<file path="config.mk">
export PLATFORM = sky130hd
export DESIGN_NAME = muldiv_unit
export DESIGN_NICKNAME = d
export VERILOG_FILES = /design/src/rtl/muldiv_pkg.sv /design/src/rtl/muldiv_unit_div.sv /design/src/rtl/muldiv_unit.sv
export SDC_FILE = /design/constraint.sdc
export NUM_CORES = 2
export LEC_CHECK = 0
export CAP_MARGIN = 10
export CELL_PAD_IN_SITES_DETAIL_PLACEMENT = 1
export CELL_PAD_IN_SITES_GLOBAL_PLACEMENT = 2
export CORE_ASPECT_RATIO = 1.1
export CORE_MARGIN = 8
export CORE_UTILIZATION = 25
export CTS_BUF_LIST = sky130_fd_sc_hd__clkbuf_2
export CTS_CLUSTER_DIAMETER = 120
export CTS_CLUSTER_SIZE = 20
export DETAILED_ROUTE_END_ITERATION = 8
export GPL_TIMING_DRIVEN = 0
export HOLD_SLACK_MARGIN = 0.15
export PLACE_DENSITY = 0.62
export SLEW_MARGIN = 10
export SYNTH_ARGS = -nofsm -noshare
export SYNTH_HDL_FRONTEND = slang
export SYNTH_SLANG_ARGS = --single-unit
export TNS_END_PERCENT = 1
</file>
<file path="constraint.sdc">
create_clock -name clk -period 15.1 [get_ports clk]
set_input_delay 3.02 -clock clk [delete_from_list [all_inputs] [get_ports clk]]
set_output_delay 3.02 -clock clk [all_outputs]
set_load 0.05 [all_outputs]
</file>
<file path="src/rtl/muldiv_pkg.sv">
// Shared definitions for the HI/LO multiply/divide unit.
//   - operation codes carried on md_op_i (codes 9-15 behave as NOP)
//   - FSM state encoding (2 bits)
//   - number of radix-2 divide steps
package muldiv_pkg;

  localparam logic [3:0] MD_NOP   = 4'd0;
  localparam logic [3:0] MD_MULT  = 4'd1;
  localparam logic [3:0] MD_MULTU = 4'd2;
  localparam logic [3:0] MD_DIV   = 4'd3;
  localparam logic [3:0] MD_DIVU  = 4'd4;
  localparam logic [3:0] MD_MFHI  = 4'd5;
  localparam logic [3:0] MD_MFLO  = 4'd6;
  localparam logic [3:0] MD_MTHI  = 4'd7;
  localparam logic [3:0] MD_MTLO  = 4'd8;

  typedef enum logic [1:0] {
    ST_IDLE = 2'd0,
    ST_MUL  = 2'd1,
    ST_DIV  = 2'd2,
    ST_DONE = 2'd3
  } md_state_t;

  localparam int unsigned DIV_STEPS = 32;

endpackage

</file>
<file path="src/rtl/muldiv_unit_div.sv">
// Radix-2 restoring divider datapath on unsigned magnitudes.
// Ports:
//   clk, resetn        clock, asynchronous active-low reset
//   start              load operands and begin DIV_STEPS iterations
//   kill               abandon an in-flight division
//   dividend_mag       dividend magnitude (sampled on start)
//   divisor_mag        divisor magnitude (sampled on start)
//   quotient_mag       quotient after the current step (combinational)
//   remainder_mag      partial remainder after the current step (combinational)
//   done               high during the final step; quotient/remainder are final
module md_div_iter
  import muldiv_pkg::*;
(
  input  logic        clk,
  input  logic        resetn,
  input  logic        start,
  input  logic        kill,
  input  logic [31:0] dividend_mag,
  input  logic [31:0] divisor_mag,
  output logic [31:0] quotient_mag,
  output logic [31:0] remainder_mag,
  output logic        done
);

  localparam logic [4:0] LAST_STEP = 5'(DIV_STEPS - 1);

  logic        running;
  logic [4:0]  step;
  logic [31:0] acc;
  logic [31:0] dq;
  logic [31:0] dvs;
  logic [32:0] shifted;
  logic        fits;

  // dq starts as the dividend; each step shifts its MSB into the partial
  // remainder and a quotient bit into its LSB. A zero divisor always "fits",
  // which yields an all-ones quotient and the dividend as remainder.
  always_comb begin
    shifted       = {acc, dq[31]};
    fits          = shifted >= {1'b0, dvs};
    remainder_mag = fits ? (shifted[31:0] - dvs) : shifted[31:0];
    quotient_mag  = {dq[30:0], fits};
  end

  assign done = running && (step == LAST_STEP);

  always_ff @(posedge clk or negedge resetn) begin
    if (!resetn) begin
      running <= 1'b0;
      step    <= '0;
      acc     <= '0;
      dq      <= '0;
      dvs     <= '0;
    end else if (start) begin
      running <= 1'b1;
      step    <= '0;
      acc     <= '0;
      dq      <= dividend_mag;
      dvs     <= divisor_mag;
    end else if (kill) begin
      running <= 1'b0;
    end else if (running) begin
      acc  <= remainder_mag;
      dq   <= quotient_mag;
      step <= step + 5'd1;
      if (done) running <= 1'b0;
    end
  end

endmodule

</file>
<file path="src/rtl/muldiv_unit.sv">
// HI/LO multiply/divide unit for the complex execute lane.
// Accepts one operation per handshake, owns HI/LO, runs MULT/MULTU with a
// fixed MUL_LAT latency and DIV/DIVU as a 32-step iterative divide.
// Ports:
//   clk, resetn          clock, asynchronous active-low reset
//   md_valid_i           operation offered by issue
//   md_op_i              operation code (see muldiv_pkg)
//   md_src_a_i/b_i       rs / rt operand values
//   md_rd_i              destination register for MFHI/MFLO
//   md_allowin_o         unit can accept this cycle
//   md_flush_i           exception/ERET flush, highest priority
//   ms_allowin_i         downstream accepts the current record
//   md_valid_o           record valid to downstream
//   md_result_o          MFHI/MFLO data, zero otherwise
//   md_rd_o              destination register of the record
//   md_reg_write_o       MFHI/MFLO with nonzero rd
//   md_busy_o            multiply or divide in progress
module muldiv_unit
  import muldiv_pkg::*;
#(
  parameter int unsigned MUL_LAT = 2
) (
  input  logic        clk,
  input  logic        resetn,
  input  logic        md_valid_i,
  input  logic [3:0]  md_op_i,
  input  logic [31:0] md_src_a_i,
  input  logic [31:0] md_src_b_i,
  input  logic [4:0]  md_rd_i,
  output logic        md_allowin_o,
  input  logic        md_flush_i,
  input  logic        ms_allowin_i,
  output logic        md_valid_o,
  output logic [31:0] md_result_o,
  output logic [4:0]  md_rd_o,
  output logic        md_reg_write_o,
  output logic        md_busy_o
);

  localparam int unsigned CNT_W = (MUL_LAT > 2) ? $clog2(MUL_LAT) : 1;

  md_state_t        state;
  logic [31:0]      hi;
  logic [31:0]      lo;
  logic [CNT_W-1:0] mul_cnt;
  logic             div_neg_q;
  logic             div_neg_r;

  logic             accept;
  logic             op_mul;
  logic             op_div;
  logic             op_signed;
  logic [63:0]      mul_a;
  logic [63:0]      mul_b;
  logic [63:0]      mul_prod;
  logic [63:0]      mul_stage [MUL_LAT-1];
  logic [31:0]      div_a_mag;
  logic [31:0]      div_b_mag;
  logic [31:0]      div_q_mag;
  logic [31:0]      div_r_mag;
  logic [31:0]      div_q_fix;
  logic [31:0]      div_r_fix;
  logic             div_done;

  assign md_allowin_o = (state == ST_IDLE) || ((state == ST_DONE) && ms_allowin_i);
  assign accept       = md_valid_i && md_allowin_o && !md_flush_i;

  assign op_mul    = (md_op_i == MD_MULT) || (md_op_i == MD_MULTU);
  assign op_div    = (md_op_i == MD_DIV)  || (md_op_i == MD_DIVU);
  assign op_signed = (md_op_i == MD_MULT) || (md_op_i == MD_DIV);

  // Extending both operands to 64 bits (sign or zero) makes the low 64 bits
  // of an unsigned product correct for both MULT and MULTU.
  assign mul_a    = {{32{op_signed & md_src_a_i[31]}}, md_src_a_i};
  assign mul_b    = {{32{op_signed & md_src_b_i[31]}}, md_src_b_i};
  assign mul_prod = mul_a * mul_b;

  // Stage 0 captures the product at accept and then holds; later stages
  // shift so the last one carries it when the MUL state expires.
  always_ff @(posedge clk) begin
    if (accept && op_mul) mul_stage[0] <= mul_prod;
  end

  for (genvar g = 1; g < MUL_LAT - 1; g++) begin : g_mul_pipe
    always_ff @(posedge clk) begin
      mul_stage[g] <= mul_stage[g-1];
    end
  end

  assign div_a_mag = (op_signed && md_src_a_i[31]) ? (~md_src_a_i + 32'd1) : md_src_a_i;
  assign div_b_mag = (op_signed && md_src_b_i[31]) ? (~md_src_b_i + 32'd1) : md_src_b_i;

  md_div_iter u_div (
    .clk           (clk),
    .resetn        (resetn),
    .start         (accept && op_div),
    .kill          (md_flush_i),
    .dividend_mag  (div_a_mag),
    .divisor_mag   (div_b_mag),
    .quotient_mag  (div_q_mag),
    .remainder_mag (div_r_mag),
    .done          (div_done)
  );

  assign div_q_fix = div_neg_q ? (~div_q_mag + 32'd1) : div_q_mag;
  assign div_r_fix = div_neg_r ? (~div_r_mag + 32'd1) : div_r_mag;

  always_ff @(posedge clk or negedge resetn) begin
    if (!resetn) begin
      state          <= ST_IDLE;
      hi             <= '0;
      lo             <= '0;
      mul_cnt        <= '0;
      div_neg_q      <= 1'b0;
      div_neg_r      <= 1'b0;
      md_valid_o     <= 1'b0;
      md_result_o    <= '0;
      md_rd_o        <= '0;
      md_reg_write_o <= 1'b0;
      md_busy_o      <= 1'b0;
    end else if (md_flush_i) begin
      state          <= ST_IDLE;
      md_valid_o     <= 1'b0;
      md_busy_o      <= 1'b0;
      md_reg_write_o <= 1'b0;
    end else begin
      case (state)
        ST_MUL: begin
          if (mul_cnt == '0) begin
            hi         <= mul_stage[MUL_LAT-2][63:32];
            lo         <= mul_stage[MUL_LAT-2][31:0];
            state      <= ST_DONE;
            md_valid_o <= 1'b1;
            md_busy_o  <= 1'b0;
          end else begin
            mul_cnt <= mul_cnt - 1'b1;
          end
        end
        ST_DIV: begin
          if (div_done) begin
            lo         <= div_q_fix;
            hi         <= div_r_fix;
            state      <= ST_DONE;
            md_valid_o <= 1'b1;
            md_busy_o  <= 1'b0;
          end
        end
        ST_DONE: begin
          if (ms_allowin_i) begin
            state      <= ST_IDLE;
            md_valid_o <= 1'b0;
          end
        end
        default: ;
      endcase

      // A new accept overrides the DONE->IDLE retirement above (back-to-back).
      if (accept) begin
        state          <= ST_DONE;
        md_valid_o     <= 1'b1;
        md_busy_o      <= 1'b0;
        md_result_o    <= '0;
        md_rd_o        <= md_rd_i;
        md_reg_write_o <= 1'b0;
        case (md_op_i)
          MD_MULT, MD_MULTU: begin
            state      <= ST_MUL;
            md_valid_o <= 1'b0;
            md_busy_o  <= 1'b1;
            mul_cnt    <= CNT_W'(MUL_LAT - 2);
          end
          MD_DIV, MD_DIVU: begin
            state      <= ST_DIV;
            md_valid_o <= 1'b0;
            md_busy_o  <= 1'b1;
            div_neg_q  <= op_signed & (md_src_a_i[31] ^ md_src_b_i[31]);
            div_neg_r  <= op_signed & md_src_a_i[31];
          end
          MD_MFHI: begin
            md_result_o    <= hi;
            md_reg_write_o <= |md_rd_i;
          end
          MD_MFLO: begin
            md_result_o    <= lo;
            md_reg_write_o <= |md_rd_i;
          end
          MD_MTHI: hi <= md_src_a_i;
          MD_MTLO: lo <= md_src_a_i;
          default: ;
        endcase
      end
    end
  end

endmodule

</file>
Word-level counts from Yosys, hierarchy flattened

Memory sizes are Yosys's and may differ from the RTL's.
Index checks and enable logic that the tools add are counted.

Bits in writable memories: 64
Register bits: 211
Input bits: 78
Output and inout bits: 41
Memories kept: 1

Multiply operators: 1
Mux-type cells: 58
Bitwise logic cells: 9
Reductions and logical operators: 28
Order comparisons: 1
Add/sub/neg operators: 7
Eq/ne operators: 16

Memories:

| name      | words | bits a word | rd ports | clocked after Yosys merged registers in | write ports | line              | source |
|---|---|---|---|---|---|---|---|
| mul_stage | 1     | 64          | 1        | 0                                       | 1           | muldiv_unit.sv:56 | `logic [63:0] mul_stage [MUL_LAT-1];` |

Operator list:

| operator                                                        | count |
|---|---|
| 32-bit two-way mux                                              | 19 |
| 32-bit one-hot mux with 2 select lines                          | 3 |
| 32-bit by 1-bit adder with 32-bit output, second input constant | 4 |
| 32-bit inverter                                                 | 4 |
| 33-bit by 33-bit multiplier with 64-bit output                  | 1 |
| 33-bit by 32-bit greater-or-equal comparator with 1-bit output  | 1 |
| 32-bit subtractor                                               | 1 |
| 1-bit two-way mux                                               | 24 |
| 4-bit by 3-bit == test with 1-bit output, second input constant | 4 |
| 5-bit two-way mux                                               | 3 |
| 4-bit != test, second input constant                            | 3 |
| 2-bit two-way mux                                               | 5 |
| 4-bit by 2-bit == test with 1-bit output, second input constant | 2 |
| 1-bit logical AND                                               | 8 |
| 2-bit one-hot mux with 3 select lines                           | 1 |
| 3-bit AND reduction                                             | 2 |
| 2-bit OR reduction                                              | 3 |
| 5-bit by 1-bit adder with 5-bit output, second input constant   | 1 |
| 5-bit == test, second input constant                            | 1 |
| 5-bit nonzero test                                              | 1 |
| 5-bit OR reduction                                              | 1 |
| 2-bit == test, second input constant                            | 2 |
| 4-bit by 1-bit == test with 1-bit output, second input constant | 1 |
| 4-bit == test, second input constant                            | 1 |
| other kinds (17)                                                | 24 |

Longest topological paths before layout

Depth after elaboration: 9
Gate-level depth with buffers: 34
Mapped depth without buffers: 30

Cells and area by module

From an unflattened synthesis, not the netlist that was laid out.

Cells, all modules: 6143
Area, all modules: 55055.3 um^2

By module, submodules not included:

| module      | cells an instance | instances | seq. area each (um^2) | area an instance (um^2) |
|---|---|---|---|---|
| muldiv_unit | 5342              | 1         | 4649.5                | 48228.8 |
| md_div_iter | 801               | 1         | 2552.4                | 6826.5 |

Worst setup path before layout

No wires, ideal clock.

Kind: input port to flip-flop
From: input ms_allowin_i
To: register state[1]
Buffers on the path: 0
Required time: 14670 ps
Arrival: 11277 ps
Stages: 5
Slack: 3394 ps
Cell sequence: a21o_1 nand2_1 or2_2 nor4b_1 o31ai_1

Word-level cells in the longest chain between the ends: 6

Ends and longest elaborated chain:

| what                                                                      | line               | source |
|---|---|---|
| start: declaration                                                        | muldiv_unit.sv:32  | `input logic ms_allowin_i,` |
| 1-bit logical AND                                                         | muldiv_unit.sv:65  | `assign md_allowin_o = (state == ST_IDLE) \|\| ((state == ST_DONE) && ms_allowin_i);` |
| 1-bit logical OR                                                          | muldiv_unit.sv:65  |  |
| 1-bit logical AND (2 in series)                                           | muldiv_unit.sv:66  | `assign accept = md_valid_i && md_allowin_o && !md_flush_i;` |
| 4-bit != test (no source line), or another cell as far along              | -                  |  |
| 4-bit AND reduction (no source line) or 2-bit two-way mux (tied branches) | -                  |  |
| end signal: assignment                                                    | muldiv_unit.sv:110 | `state <= ST_IDLE;` |
| end signal: assignment                                                    | muldiv_unit.sv:122 | `state <= ST_IDLE;` |
| end signal: assignment                                                    | muldiv_unit.sv:132 | `state <= ST_DONE;` |
| end: declaration                                                          | muldiv_unit.sv:42  | `md_state_t state;` |

Parallel ways exist; a longest one is shown, timed or not.
A chain may end at the register's enable or synchronous reset.

Final worst setup path

From: input md_src_a_i[31]
To: memory mul_stage[0][62], data pin

Word-level cells in the longest chain between the ends: 2

Ends and longest elaborated chain:

| what                                             | line              | source |
|---|---|---|
| start: declaration                               | muldiv_unit.sv:27 | `input logic [31:0] md_src_a_i,` |
| 1-bit AND                                        | muldiv_unit.sv:74 | `assign mul_a = {{32{op_signed & md_src_a_i[31]}}, md_src_a_i};` |
| 33-bit by 33-bit multiplier with 64-bit output * | muldiv_unit.sv:76 | `assign mul_prod = mul_a * mul_b;` |
| named net mul_prod[62]                           | muldiv_unit.sv:55 | `logic [63:0] mul_prod;` |
| end: declaration                                 | muldiv_unit.sv:56 |  |

The timed path passes the listed nets; every way through them passes the cells marked *.

==> impl_table.tex <==
\begin{tabular}{lr}
\hline
Metric & Value \\
\hline
\multicolumn{2}{l}{\textbf{Run status}} \\
\quad Status & complete, no violations \\
\multicolumn{2}{l}{\textbf{Synthesis}} \\
\quad Proportion of synthesized chip area in sequential cells & 13.2\% \\
\quad Area of the mapped netlist & 54,800 um2 \\
\quad Synth Area in Compound Gates & 10.0\% \\
\quad Seq cells post-synth & 275 \\
\quad Unique cell type count in the Yosys netlist & 88 \\
\quad EDFF count, synth & 64 \\
\quad Fraction of the mapped netlist area in adder cells & 47.0\% \\
\quad Count of yosys warnings during synthesis & 0 \\
\quad Combinational family with the most area after synthesis & adder cells \\
\quad Primary FF master, synth & dfrtp\_1 \\
\quad Post-synthesis xor/xnor area fraction & 3.25\% \\
\quad Synthesized net count & 7,506 \\
\quad Fraction of synthesized area in multiplexers & 0.546\% \\
\quad Average size of a mapped cell & 9.05 um2 \\
\quad Fraction of the mapped netlist area in simple logic gates & 15.2\% \\
\quad Number of cells produced by synthesis & 6,047 \\
\quad Share of async-settable or async-resettable flops after synthesis & 76.7\% \\
\multicolumn{2}{l}{\textbf{Global route}} \\
\quad First-pass GRT wire length & 378,000 um \\
\quad Via count of the first global-routing pass & 49,300 \\
\quad Maximum number of pins on one net before global-route repair & 92 \\
\quad Total global-route track usage & 22.5\% \\
\quad Antenna violations before repair & 37 \\
\quad Total grt overflow & 0 \\
\multicolumn{2}{l}{\textbf{Critical path}} \\
\quad Critical Path Sink Type & flop \\
\quad CP arrival & 15,290 ps \\
\quad WP data required & 16,010 ps \\
\quad Critical path startpoint category & input pin \\
\quad Register-to-Register Path Depth & 24 \\
\quad Slowest stage cell, crit path & nor3\_1 \\
\quad Most common cell on crit path & fa\_1 \\
\quad Crit-path max FO & 10 \\
\quad Delay of the slowest cell on the worst path & 970 ps \\
\quad Critical path type & input pin to flop \\
\multicolumn{2}{l}{\textbf{STA}} \\
\quad Tightest Pin Transition & 1460 ps \\
\quad Count of endpoints failing hold in the final timing report & 0 \\
\quad Fin crit period & 14,380 ps \\
\quad Worst Clk Skew & 274 ps \\
\quad Remaining max-slew budget at the tightest pin & 2.87\% \\
\quad Portion of the clock cycle consumed by the worst path in the final layout & 95.2\% \\
\quad Count of final max-slew check failures & 0 \\
\quad RSZ-0062 raised after global routing & false \\
\quad Final setup vio count & 0 \\
\quad Final setup margin & 719 ps \\
\quad Max Fclk & 69.5 MHz \\
\multicolumn{2}{l}{\textbf{Placement}} \\
\quad Routability congestion estimate & 0.930 \\
\quad Number of I/O port buffers & 83 \\
\quad Total half-perimeter wirelength after legalization and detailed placement & 224,000 um \\
\quad Worst slack at placement & -440 ps \\
\multicolumn{2}{l}{\textbf{Clocking}} \\
\quad Number of buffers created by CTS & 17 \\
\quad Clock transition at path regs & 420 ps \\
\quad Clock H-tree levels & 1 \\
\quad Post-CTS Hold Fix Bufs & 0 \\
\quad Count of buffers added by post-CTS timing repair for setup & 0 \\
\quad CTS tree & built \\
\quad Total number of clock tree sinks & 275 \\
\quad Clock Tree Buf Depth & 3 \\
\quad Post-cts resize count & 0 \\
\quad Root Driver & clkbuf\_2 \\
\quad Worst-Skew Late Latency & 1200 ps \\
\multicolumn{2}{l}{\textbf{Cells and area}} \\
\quad Util after Layout & 27.4\% \\
\quad Fin nets & 7,627 \\
\quad Fillcell total & 25,500 \\
\quad Area growth syn-to-layout & 9.02\% \\
\quad Fraction of layout instances using a drive strength above 1 & 2.17\% \\
\multicolumn{2}{l}{\textbf{Drt}} \\
\quad Routed via count divided by cell count & 4.91 \\
\quad Number of DRC markers in iteration 0 & 3,491 \\
\quad Count of TritonRoute iterations in the first routing pass & 5 \\
\quad Final wirelength & 267,000 um \\
\quad Detailed-route DRC error count & 0 \\
\quad Overall via count from detail\_route & 44,800 \\
\quad Detailed-route wire length per cell & 29.3 um \\
\quad Antenna Violating Nets Remaining & 0 \\
\multicolumn{2}{l}{\textbf{Floorplan}} \\
\quad Starting utilization of the core area & 25.1\% \\
\quad Height of the die & 507 um \\
\quad Die ar. & 234,000 um2 \\
\quad Placement Rows & 180 \\
\quad Core area & 218,000 um2 \\
\quad Horiz. Die Dim & 462 um \\
\quad Count of pins on the block boundary & 119 \\
\multicolumn{2}{l}{\textbf{Hold path}} \\
\quad Type of the worst min-delay path & flop to flop \\
\quad Worst hold path stage count & 2 \\
\multicolumn{2}{l}{\textbf{Job}} \\
\quad Number of maximum-capacitance violations & 0 \\
\hline
\end{tabular}
## routing by layer
metal	GRT usage, %	wire length [um]
met3	2.55	12500
met2	38.8	132000
met4	11.3	15900
met1	27.9	107000
met5	0	16
## worst max-delay path, delay by kind of cell
family,cells,cell delay [ps]
fa+ha+maj,9,4650
buf+inv,8,3910
simple gates,4,1690
compound gates,4,1540
xor+xnor,1,390
## state kept, by name, indices dropped and copies added (netlist names), 2 cells and up
signal,flops
mul_stage,64
hi,32
lo,32
md_result_o,32
u_div.acc,32
u_div.dq,32
u_div.dvs,32
md_rd_o,5
u_div.step,5
state,2
## metrics by stage
| stage | instance area (um2) | setup TNS (ps) | instances | hold slack, ps |
|---|---|---|---|---|
| finish | 59700 | 0 | 9111 | 516 |
| global route | 59600 | 0 | 9092 | 549 |
| CTS | 59600 | 0 | 9088 | 514 |
| detailed placement | 59500 | -1670 | 9061 | 473 |
| global placement | 59200 | -98770 | 9042 | 466 |
| floorplan | 54800 | 0 | 6047 | 450 |
## cells in the mapped netlist (13+ instances only)
master / n / area (um2)
a211oi_1: 21 / 158
a21oi_1: 155 / 776
o211ai_1: 16 / 120
edfxtp_1: 64 / 1920
nand3_1: 32 / 160
nor2_1: 254 / 953
or3_1: 25 / 156
o21ai_0: 188 / 941
or2_2: 16 / 100
a221oi_1: 88 / 771
o22a_1: 25 / 219
a22oi_1: 26 / 195
o21a_1: 22 / 165
nand2b_1: 34 / 213
buf_1: 93 / 349
nor3_1: 59 / 295
and2_1: 363 / 2270
a31oi_1: 18 / 113
fa_1: 1126 / 22500
nand4_1: 16 / 100
dfrtp_1: 211 / 5280
o31ai_1: 29 / 218
ha_1: 255 / 3190
a21o_1: 47 / 353
mux2i_1: 25 / 250
or4_1: 13 / 97.6
o22ai_1: 36 / 225
nor4_1: 25 / 156
xnor2_1: 131 / 1150
o41ai_1: 17 / 149
nor2b_1: 17 / 106
xor2_1: 72 / 631
nand2_1: 878 / 3300
inv_1: 1182 / 4440
clkbuf_1: 278 / 1040
and3_1: 30 / 188
## cells in the final DEF (no fill, tap or decap), types with 131 or more instances in the layout
master	instances
ha_1	255
inv_1	1182
and2_1	363
a21oi_1	155
nor2_1	254
dfrtp_1	211
xnor2_1	131
clkbuf_1	257
nand2_1	878
o21ai_0	188
fa_1	1125
## cell families after synthesis
logic type,count (synthesis)
AOI/OAI and AO/OA,800
xor gates and xnor gates,203
DFF,275
adders and majority gates,1381
muxes,29
and+or+nand+nor,1792
buffers and inverters,1567
## final timing paths
kind / slack [ps] / end / from
setup / recovery: 720 / mul_stage[0][62] / md_src_a_i[31]
hold reg to reg: 520 / lo[25] / mul_stage[0][25]
max in group asynchronous: 11980 / u_div.dq[20] / resetn
hold / removal: 520 / lo[25] / mul_stage[0][25]
setup reg to reg: 7050 / hi[22] / u_div.acc[15]
min in group asynchronous: 1630 / md_valid_o / resetn
## layout make-up
class,instances,area (um2),share of cell area (%)
clock inverters,3,12.5,0.0210
clock buffers,24,120,0.201
plain buffers,383,1510,2.52
inverters,1184,4440,7.45
flip-flops and latches,275,7200,12.1
well taps,2912,3640,6.10
repair buffers,102,1040,1.74
multi-input cells,4205,41700,69.8
diodes,23,57.6,0.0964
Power is left out: the tool's default activity adds up to more than one toggle a clock period on the data nets, which glitch-free logic cannot reach.
